--- src/rtl/mem_ctrl_pkg.sv ---
// Shared types and constants for the data-memory access sequencer.
package mem_ctrl_pkg;

  localparam int MEM_LAT_MAX = 7;
  localparam int LAT_CNT_W   = 3;

  typedef enum logic [1:0] {
    IDLE  = 2'd0,
    ISSUE = 2'd1,
    WAIT  = 2'd2,
    DONE  = 2'd3
  } state_e;

  typedef enum logic {
    CPU = 1'b0,
    DBG = 1'b1
  } owner_e;

  // Counter preload for a given read latency, clamped to the counter range.
  function automatic logic [LAT_CNT_W-1:0] lat_load(input int mem_lat);
    int lat_v;
    if (mem_lat > MEM_LAT_MAX) begin
      lat_v = MEM_LAT_MAX;
    end else if (mem_lat < 1) begin
      lat_v = 1;
    end else begin
      lat_v = mem_lat;
    end
    return LAT_CNT_W'(lat_v - 1);
  endfunction

endpackage

--- src/rtl/mem_lat_counter.sv ---
// Loadable down-counter timing the memory read latency; zero_o flags that
// the count reaches zero at the coming edge.
module mem_lat_counter import mem_ctrl_pkg::*; (
  input  logic                 clk_i,
  input  logic                 rst_ni,
  input  logic                 load_i,
  input  logic [LAT_CNT_W-1:0] load_val_i,
  input  logic                 dec_i,
  output logic                 zero_o
);

  logic [LAT_CNT_W-1:0] cnt_q, cnt_d;

  // Next count: load wins over decrement, saturate at zero.
  always_comb begin
    if (load_i) begin
      cnt_d = load_val_i;
    end else if (dec_i && (cnt_q != {LAT_CNT_W{1'b0}})) begin
      cnt_d = cnt_q - LAT_CNT_W'(1);
    end else begin
      cnt_d = cnt_q;
    end
  end

  // Count register.
  always_ff @(posedge clk_i or negedge rst_ni) begin
    if (!rst_ni) begin
      cnt_q <= {LAT_CNT_W{1'b0}};
    end else begin
      cnt_q <= cnt_d;
    end
  end

  assign zero_o = (cnt_d == {LAT_CNT_W{1'b0}});

endmodule

--- src/rtl/mem_access_ctrl.sv ---
// Turns EX/MEM MemRd/MemWr strobes into a fixed-latency memory handshake and
// stalls the pipeline until done. Define DBG_PORT_EN to add a debug requester.
module mem_access_ctrl import mem_ctrl_pkg::*; #(
  parameter int MEM_LAT = 2,
  parameter int ADDR_W  = 32
) (
  input  logic              clk,
  input  logic              reset,
  input  logic              cpu_rd,
  input  logic              cpu_wr,
  input  logic [ADDR_W-1:0] cpu_addr,
  input  logic [31:0]       cpu_wdata,
  output logic [31:0]       cpu_rdata,
  output logic              stall,
  output logic              mem_en,
  output logic              mem_we,
  output logic [ADDR_W-1:0] mem_addr,
  output logic [31:0]       mem_wdata,
  input  logic [31:0]       mem_rdata
`ifdef DBG_PORT_EN
  ,
  input  logic              dbg_req,
  input  logic              dbg_we,
  input  logic [ADDR_W-1:0] dbg_addr,
  input  logic [31:0]       dbg_wdata,
  output logic [31:0]       dbg_rdata,
  output logic              dbg_done
`endif
);

  localparam logic [LAT_CNT_W-1:0] LAT_LOAD = lat_load(MEM_LAT);

  state_e              state_q, state_d;
  owner_e              owner_q, owner_d;
  logic                mem_en_q, mem_en_d;
  logic                mem_we_q, mem_we_d;
  logic [ADDR_W-1:0]   mem_addr_q, mem_addr_d;
  logic [31:0]         mem_wdata_q, mem_wdata_d;
  logic [31:0]         cpu_rdata_q, cpu_rdata_d;
  logic                cpu_req_s;
  logic                enter_done_s;
  logic                cnt_zero_s;

  assign cpu_req_s = cpu_rd | cpu_wr;

  mem_lat_counter u_lat_cnt (
    .clk_i      (clk),
    .rst_ni     (reset),
    .load_i     (state_q == ISSUE),
    .load_val_i (LAT_LOAD),
    .dec_i      (state_q == WAIT),
    .zero_o     (cnt_zero_s)
  );

`ifdef DBG_PORT_EN
  owner_e      prio_q, prio_d;
  logic [31:0] dbg_rdata_q, dbg_rdata_d;
  logic        dbg_done_q, dbg_done_d;
  logic        grant_dbg_s;

  assign grant_dbg_s = dbg_req & (~cpu_req_s | (prio_q == DBG));
`endif

  // Sequencer next state and access register updates.
  always_comb begin
    state_d      = state_q;
    owner_d      = owner_q;
    mem_en_d     = 1'b0;
    mem_we_d     = mem_we_q;
    mem_addr_d   = mem_addr_q;
    mem_wdata_d  = mem_wdata_q;
    enter_done_s = 1'b0;
    case (state_q)
      IDLE: begin
`ifdef DBG_PORT_EN
        if (grant_dbg_s) begin
          owner_d     = DBG;
          mem_we_d    = dbg_we;
          mem_addr_d  = dbg_addr;
          mem_wdata_d = dbg_wdata;
          mem_en_d    = 1'b1;
          state_d     = ISSUE;
        end else
`endif
        if (cpu_req_s) begin
          owner_d     = CPU;
          mem_we_d    = cpu_wr;
          mem_addr_d  = cpu_addr;
          mem_wdata_d = cpu_wdata;
          mem_en_d    = 1'b1;
          state_d     = ISSUE;
        end else begin
          state_d = IDLE;
        end
      end
      ISSUE: begin
        if (MEM_LAT == 1) begin
          state_d      = DONE;
          enter_done_s = 1'b1;
        end else begin
          state_d = WAIT;
        end
      end
      WAIT: begin
        if (cnt_zero_s) begin
          state_d      = DONE;
          enter_done_s = 1'b1;
        end else begin
          state_d = WAIT;
        end
      end
      DONE:    state_d = IDLE;
      default: state_d = IDLE;
    endcase

    // Read data is sampled on the edge that enters DONE; stores leave it alone.
    if (enter_done_s && !mem_we_q && (owner_q == CPU)) begin
      cpu_rdata_d = mem_rdata;
    end else begin
      cpu_rdata_d = cpu_rdata_q;
    end
  end

  // Sequencer and access registers.
  always_ff @(posedge clk or negedge reset) begin
    if (!reset) begin
      state_q     <= IDLE;
      owner_q     <= CPU;
      mem_en_q    <= 1'b0;
      mem_we_q    <= 1'b0;
      mem_addr_q  <= {ADDR_W{1'b0}};
      mem_wdata_q <= 32'h0000_0000;
      cpu_rdata_q <= 32'h0000_0000;
    end else begin
      state_q     <= state_d;
      owner_q     <= owner_d;
      mem_en_q    <= mem_en_d;
      mem_we_q    <= mem_we_d;
      mem_addr_q  <= mem_addr_d;
      mem_wdata_q <= mem_wdata_d;
      cpu_rdata_q <= cpu_rdata_d;
    end
  end

`ifdef DBG_PORT_EN
  // Debug completion, debug read data and round-robin priority.
  always_comb begin
    dbg_rdata_d = dbg_rdata_q;
    dbg_done_d  = 1'b0;
    prio_d      = prio_q;
    if (enter_done_s && (owner_q == DBG)) begin
      dbg_done_d = 1'b1;
      if (!mem_we_q) begin
        dbg_rdata_d = mem_rdata;
      end else begin
        dbg_rdata_d = dbg_rdata_q;
      end
    end else begin
      dbg_done_d = 1'b0;
    end
    if (mem_en_d) begin
      prio_d = (prio_q == CPU) ? DBG : CPU;
    end else begin
      prio_d = prio_q;
    end
  end

  // Debug-side registers.
  always_ff @(posedge clk or negedge reset) begin
    if (!reset) begin
      dbg_rdata_q <= 32'h0000_0000;
      dbg_done_q  <= 1'b0;
      prio_q      <= CPU;
    end else begin
      dbg_rdata_q <= dbg_rdata_d;
      dbg_done_q  <= dbg_done_d;
      prio_q      <= prio_d;
    end
  end

  assign dbg_rdata = dbg_rdata_q;
  assign dbg_done  = dbg_done_q;
`endif

  // Released on the CPU's own DONE cycle so EX/MEM advances exactly once.
  assign stall     = reset & cpu_req_s & ~((state_q == DONE) & (owner_q == CPU));
  assign cpu_rdata = cpu_rdata_q;
  assign mem_en    = mem_en_q;
  assign mem_we    = mem_we_q;
  assign mem_addr  = mem_addr_q;
  assign mem_wdata = mem_wdata_q;

endmodule

--- config.mk ---
export PLATFORM = sky130hd
export DESIGN_NAME = mem_access_ctrl
export DESIGN_NICKNAME = d
export VERILOG_FILES = /design/src/rtl/mem_ctrl_pkg.sv /design/src/rtl/mem_lat_counter.sv /design/src/rtl/mem_access_ctrl.sv
export SDC_FILE = /design/constraint.sdc
export NUM_CORES = 1
export LEC_CHECK = 0
export ABC_AREA = 1
export BUFFER_PORTS_ARGS = -buffer_cell sky130_fd_sc_hd__buf_4
export CORE_ASPECT_RATIO = 1.25
export CORE_MARGIN = 2
export CORE_UTILIZATION = 47
export CTS_BUF_LIST = sky130_fd_sc_hd__clkbuf_16
export DETAILED_ROUTE_END_ITERATION = 10
export GPL_ROUTABILITY_DRIVEN = 0
export PLACE_DENSITY = 0.89
export SYNTH_ARGS = -nofsm -noshare
export SYNTH_HDL_FRONTEND = slang
export SYNTH_HIERARCHICAL = 1
export SYNTH_SLANG_ARGS = --single-unit
export TNS_END_PERCENT = 20
--- constraint.sdc ---
create_clock -name clk -period 2.1 [get_ports clk]
set_clock_uncertainty 0.1 [all_clocks]
set_input_delay 0.21 -clock clk [delete_from_list [all_inputs] [get_ports clk]]
set_output_delay 0.21 -clock clk [all_outputs]
set_load 0.005 [all_outputs]
# After elaboration in Yosys (flattened, before gate mapping)
# Cells that the tools add are included.
[totals]
regBits = 103
input_bits = 100
out_inout_bits = 99
wordCells = 31
[op_classes]
n_addsub = 1
n_eq_ne = 3
mux = 9
bitwise = 4
n_reduce_logical = 7
[op_table]
columns = ["operator", "count"]
rows = [
  ["$pmux W2 S4", 1],
  ["$mux W1", 6],
  ["$mux W3", 2],
  ["$eq A2 B2 Y1 const B", 2],
  ["$logic_not A3 Y1", 1],
  ["$reduce_bool A3 Y1", 1],
  ["$sub A3 B1 Y3 const B", 1],
  ["$and A1 B1 Y1", 2],
  ["$eq A2 B1 Y1 const B", 1],
  ["$logic_and A1 B1 Y1", 2],
  ["$logic_not A2 Y1", 1],
  ["$reduce_and A2 Y1", 1],
  ["$logic_not A1 Y1", 1],
  ["$not A1 Y1", 1],
  ["$or A1 B1 Y1", 1],
]

# Longest topological paths before layout
[logic_depth]
word_depth = 8
ltp_mapped = 14
depth_no_buf = 12

# By module
# The synthesis kept the hierarchy.
[by_module_without_submodules]
columns = ["mod", "instances", "cells_per_inst", "area_each_um2", "seq_area_each_um2"]
rows = [
  ["mem_access_ctrl", 1, 445, 4063.9, 2502.4],
  ["mem_lat_counter", 1, 32, 229.0, 75.1],
]

# Worst setup path before layout
# OpenSTA, ideal clock, no wires.
[synth_timing]
path_kind = "reg2reg"
from = "reg state_q[1]"
to = "reg cpu_rdata_q[10] (netlist: cpu_rdata[10])"
setup_ns = 0.117
t_arrival_ns = 1.600
required_time_ns = 1.883
setup_slack_ns = 0.283
path_stages_with_launch = 13
path_buffers = 2
period_less_slack_ns = 1.817
cell_sequence = "dfrtp_1 > inv_1 > ha_1 > inv_2 > or2_1 > nand2_1 > nand2_1 > nor2_2 > buf_2 > nand3_1 > buf_2 > nand2_1 > nand2_1"
[synth_between]
elab_chain_len = 8
elab_cells_between_ends = 9
cone_classes = "eq/ne: 2; mux: 4; reduce/logical: 3"
[synth_lines]
columns = ["item", "line_no", "rtl"]
rows = [
  ["start, declared", "mem_access_ctrl.sv:33", "state_e state_q, state_d;"],
  ["start signal, assigned", "mem_access_ctrl.sv:135", "state_q <= state_d;"],
  ["$eq A2 B2 Y1", "mem_access_ctrl.sv:51", ".dec_i (state_q == WAIT),"],
  ["$logic_and A1 B1 Y1", "mem_lat_counter.sv:18", "end else if (dec_i && (cnt_q != {LAT_CNT_W{1'b0}})) begin"],
  ["$mux W3", "mem_lat_counter.sv:18", ""],
  ["$mux W3 *", "mem_lat_counter.sv:16", "if (load_i) begin"],
  ["$logic_not A3 Y1 *", "mem_lat_counter.sv:34", "assign zero_o = (cnt_d == {LAT_CNT_W{1'b0}});"],
  ["named net cnt_zero_s", "mem_access_ctrl.sv:42", "logic cnt_zero_s;"],
  ["$mux W1 *", "mem_access_ctrl.sv:105", "if (cnt_zero_s) begin"],
  ["$mux W1 *", "mem_access_ctrl.sv:73", "case (state_q)"],
  ["$logic_and A1 B1 Y1 *", "mem_access_ctrl.sv:117", "if (enter_done_s && !mem_we_q && (owner_q == CPU)) begin"],
  ["end signal, assigned", "mem_access_ctrl.sv:141", "cpu_rdata_q <= cpu_rdata_d;"],
  ["end, declared", "mem_access_ctrl.sv:39", "logic [31:0] cpu_rdata_q, cpu_rdata_d;"],
]
# Mark *: on every way through the listed nets, which the timed path passes. The rest lies on a longest branch.
# A chain may end at the register's enable or synchronous reset.

# Worst setup path after layout
[layout_timing]
from = "reg state_q[1]"
to = "reg cpu_rdata_q[17] (netlist: cpu_rdata[17])"
# The elaborated chain is that of the path after synthesis.

==> qor.txt <==
Finish-stage setup viols = 0
Share of the yosys chip area belonging to registers = 0.600
Leakage = 3.56 nW
Vias per cell = 5.11
Wirelength, routed = 12.1 mm
Slew margin rel. = 0.627
Maximum clock frequency = 511 MHz
NetSw = 3.46 mW
Endpoint required time on the critical path = 2.22 ns
Setup slack on the worst flop-to-flop path = 0.14 ns
Netlist cell types = 20
Die outline height = 111 um
Worst Setup Path Type = reg -> reg
Seq cells post-synth = 103
Worst min-delay path startpoint = cpu_addr[15]
Power Density = 1460 mW/mm^2
CP max FO = 32
Worst-case vdd ir drop = 0.000809 V
Final HPWL from detailed placement = 8.35 mm
Horiz. Die Dim = 89.5 um
Maximum buffer depth of the clock tree = 2
Count of nets left with antenna violations after detail routing = 0
Synthesis-to-layout area growth = 48.8%
Number of iterations in the first detailed-routing pass = 5
Via total after detailed routing = 4,141
Number of hold violations in the final report = 0
Row cnt = 39
Area of placed instances = 0.00587 mm^2
Die Area = 0.00992 mm^2
Run status = complete, no violations
Gate Count Post-Synth = 477
Setup repair bufs after CTS = 0
Number of cells on the worst hold path = 3
CP startpoint kind = register
Ys flop type = dfrtp_1
Proportion of layout cells with a drive suffix above 1 = 0.338
Largest family of logic cells by synthesized area = simple AND/OR/NAND/NOR gates
Number of nets in the layout = 788
Adder and majority cell fraction of the synthesized area = 0.0175
Proportion of power drawn by flip-flops and latches = 0.374
Path class of the lowest-slack min-delay path = in -> reg
Summed instance area of the synthesized netlist = 0.00429 mm^2
Drt wl/cell = 15.0 um
Hold worst-path end = mem_addr[15]$_DFFE_PN0P_
Clock slew at the register clock pins of the worst setup and hold paths = 0.06 ns
Violation count after the first detailed-route iteration = 228
Antenna diode count = 0
Part of the power in the clock network = 0.187
Vias in the first global route = 4,013
I/O Buffers = 198
Total grt overflow = 0
Max-Cap Viols = 0
Unrepaired setup endpoints after global routing = no
Async S/R FF share, synth = 1.00
Cts bufs inserted = 9
Area inside the core boundary = 0.00903 mm^2
Share of the synthesized area in compound gates (AO/OA/AOI/OAI) = 0.00321
Transition at the pin with the smallest max-transition slack = 0.560 ns
Root Buffer = clkbuf_16
Clock insertion delay at the later pin of the skew report = 0.34 ns
Number of flops mapped to enable cells by yosys = 0
Combinational cell fraction of total power = 0.439
Overall power = 9.33 mW
Core utilization of the finished layout = 0.708
Basic-gate share of the synthesized area counting and, or, nand and nor cells = 0.321
Worst flop-to-flop path startpoint = state_q[1]$_DFF_PN0_
Number of max-slew violations in the final report = 0
Share of synthesized area spent on multiplexers = 0
Summed area of non-filler cells in the final layout = 0.00639 mm^2
RR Endpoint = cpu_rdata[17]$_DFFE_PN0P_
Antenna violations before repair = 0
Clock H-tree levels = 3
Cell type contributing the most total cell area after synthesis = dfrtp_1
Aggregate global-route resource usage = 0.247
Fraction of power spent switching nets = 0.371
Data arrival time of the critical path = 2.08 ns
Crit. End Element = register
I/O pin count = 199
Count of unresolved DRC violations after routing = 0
Part of the cycle the worst path needs = 0.931
Yosys warning count = 6
Top post-synthesis cells by area = dfrtp_1 60%, nand2_1 18%, nand3_1 8.4%
Area share of the largest cell type after synthesis = 0.600
Top post-synthesis cells by count = 205 x nand2_1, 103 x dfrtp_1, 72 x nand3_1, 33 x nand4_1, 14 x buf_2
Int Power = 5.87 mW
Setup_tns = 0 ns
Largest net degree at the start of global routing = 104
Mean instance size in the synthesized netlist = 9.00 um^2
# fillers = 663
Final period demand of the worst path = 1.96 ns
R2R depth = 11
Clock tree from TritonCTS = done
Dominant cell by count in the synthesized netlist = nand2_1
Initial Util = 0.476
Total clock sinks = 103
First-pass GRT wire length = 19.1 mm
Xor and xnor fraction of the mapped netlist area = 0
## placed cells by master, fill, tap and decap left out
| master | count |
|---|---|
| nand2_1 | 204 |
| buf_4 | 204 |
| dfrtp_1 | 103 |
| nand3_1 | 72 |
| nand4_1 | 33 |
| dlygate4sd3_1 | 20 |
| inv_1 | 11 |
| clkbuf_16 | 9 |
| ha_1 | 4 |
| inv_2 | 3 |
| buf_12 | 3 |
| conb_1 | 3 |
| nand2_2 | 2 |
| ha_2 | 2 |
| bufinv_16 | 2 |
| or2_1 | 2 |
| nor2_1 | 1 |
| o21ai_4 | 1 |
| o21ai_0 | 1 |
| clkinv_4 | 1 |
| clkinv_1 | 1 |
| clkinvlp_4 | 1 |
| clkinv_2 | 1 |
| buf_6 | 1 |
| nand2_4 | 1 |
| nor2_2 | 1 |
## worst max-delay path by stage
| stage | from | to | depth (start not counted) |
|---|---|---|---|
| floorplan | state_q[1]$_DFF_PN0_ | cpu_rdata[10]$_DFFE_PN0P_ | 12 |
| global placement | state_q[0]$_DFF_PN0_ | state_q[0]$_DFF_PN0_ | 11 |
| detailed placement | state_q[0]$_DFF_PN0_ | cpu_rdata[25]$_DFFE_PN0P_ | 11 |
| CTS | state_q[0]$_DFF_PN0_ | cpu_rdata[25]$_DFFE_PN0P_ | 11 |
| global route | u_lat_cnt/cnt_q[0]$_DFF_PN0_ | cpu_rdata[27]$_DFFE_PN0P_ | 12 |
| finish | state_q[1]$_DFF_PN0_ | cpu_rdata[17]$_DFFE_PN0P_ | 11 |
## what timing repair did
action | CTS | global route
endpoints found under the setup margin | 0 | 33
resized for setup | 0 | 2
hold buffers | 19 | 1
hold endpoints to repair | 121 | 1
## state kept, by name, summed over array words and instances, names as in the netlist
register and cells:
state_q 2, u_lat_cnt/cnt_q 3, mem_en 1, mem_addr 32, cpu_rdata 32, mem_we 1, mem_wdata 32
## final cells by class
type,count,area [um^2],area share
Multi-Input combinational cell,327,1490,0.233
Tap cell,123,154,0.0241
Sequential cell,103,2580,0.403
Clock inverter,7,88.8,0.0139
Inverter,13,48.8,0.00764
Timing Repair Buffer,228,1800,0.282
Clock buffer,9,225,0.0353
## logic make-up (layout without fill, tap and decap cells)
kind of cell             Yosys count  count (layout)
AND/OR/NAND/NOR                  316             316
flip-flops                       103             103
buffers and inverters             48             257
adder cells (fa/ha/maj)            6               6
other                              2               3
AO/OA/AOI/OAI                      2               2
## metrics by stage
stage | hold slack (ns) | cells | setup WS (ns)
5_1_grt | 0.00252 | 810 | 0.00167
6_report | 0.00413 | 810 | 0.145
2_1_floorplan | -0.186 | 478 | 0.283
3_5_place_dp | 0.238 | 774 | 0.100
4_1_cts | 0.000269 | 809 | 0.0783
3_3_place_gp | 0.227 | 774 | 0.208
## power groups by stage
stage	combinational (mW)	clock, mW	sequential, mW
after floorplan	1.98	0	3.48
after global placement	3.88	0	3.45
after detailed placement	4.07	0	3.49
after CTS	4.10	1.77	3.48
after global routing	4.58	1.87	3.58
final	4.10	1.74	3.49
## per-layer routing
| layer | vias up | GRT usage | wire [um] |
|---|---|---|---|
| met5 | - | 0 | 0 |
| met4 | 0 | 0.0975 | 268 |
| met3 | 22 | 0.0581 | 991 |
| met2 | 194 | 0.420 | 6250 |
| met1 | 1978 | 0.296 | 4630 |
| li1 | 1947 | - | - |
## critical path: stages, from the launching register on
cell	delay (ns)
dfrtp_1	0.40
inv_1	0.09
ha_1	0.19
inv_2	0.07
or2_1	0.20
nand2_1	0.08
nand2_1	0.08
nor2_2	0.13
nand3_1	0.15
buf_12	0.20
nand2_1	0.07
nand2_1	0.06
Note: power is estimated with default switching activity, not from simulation.
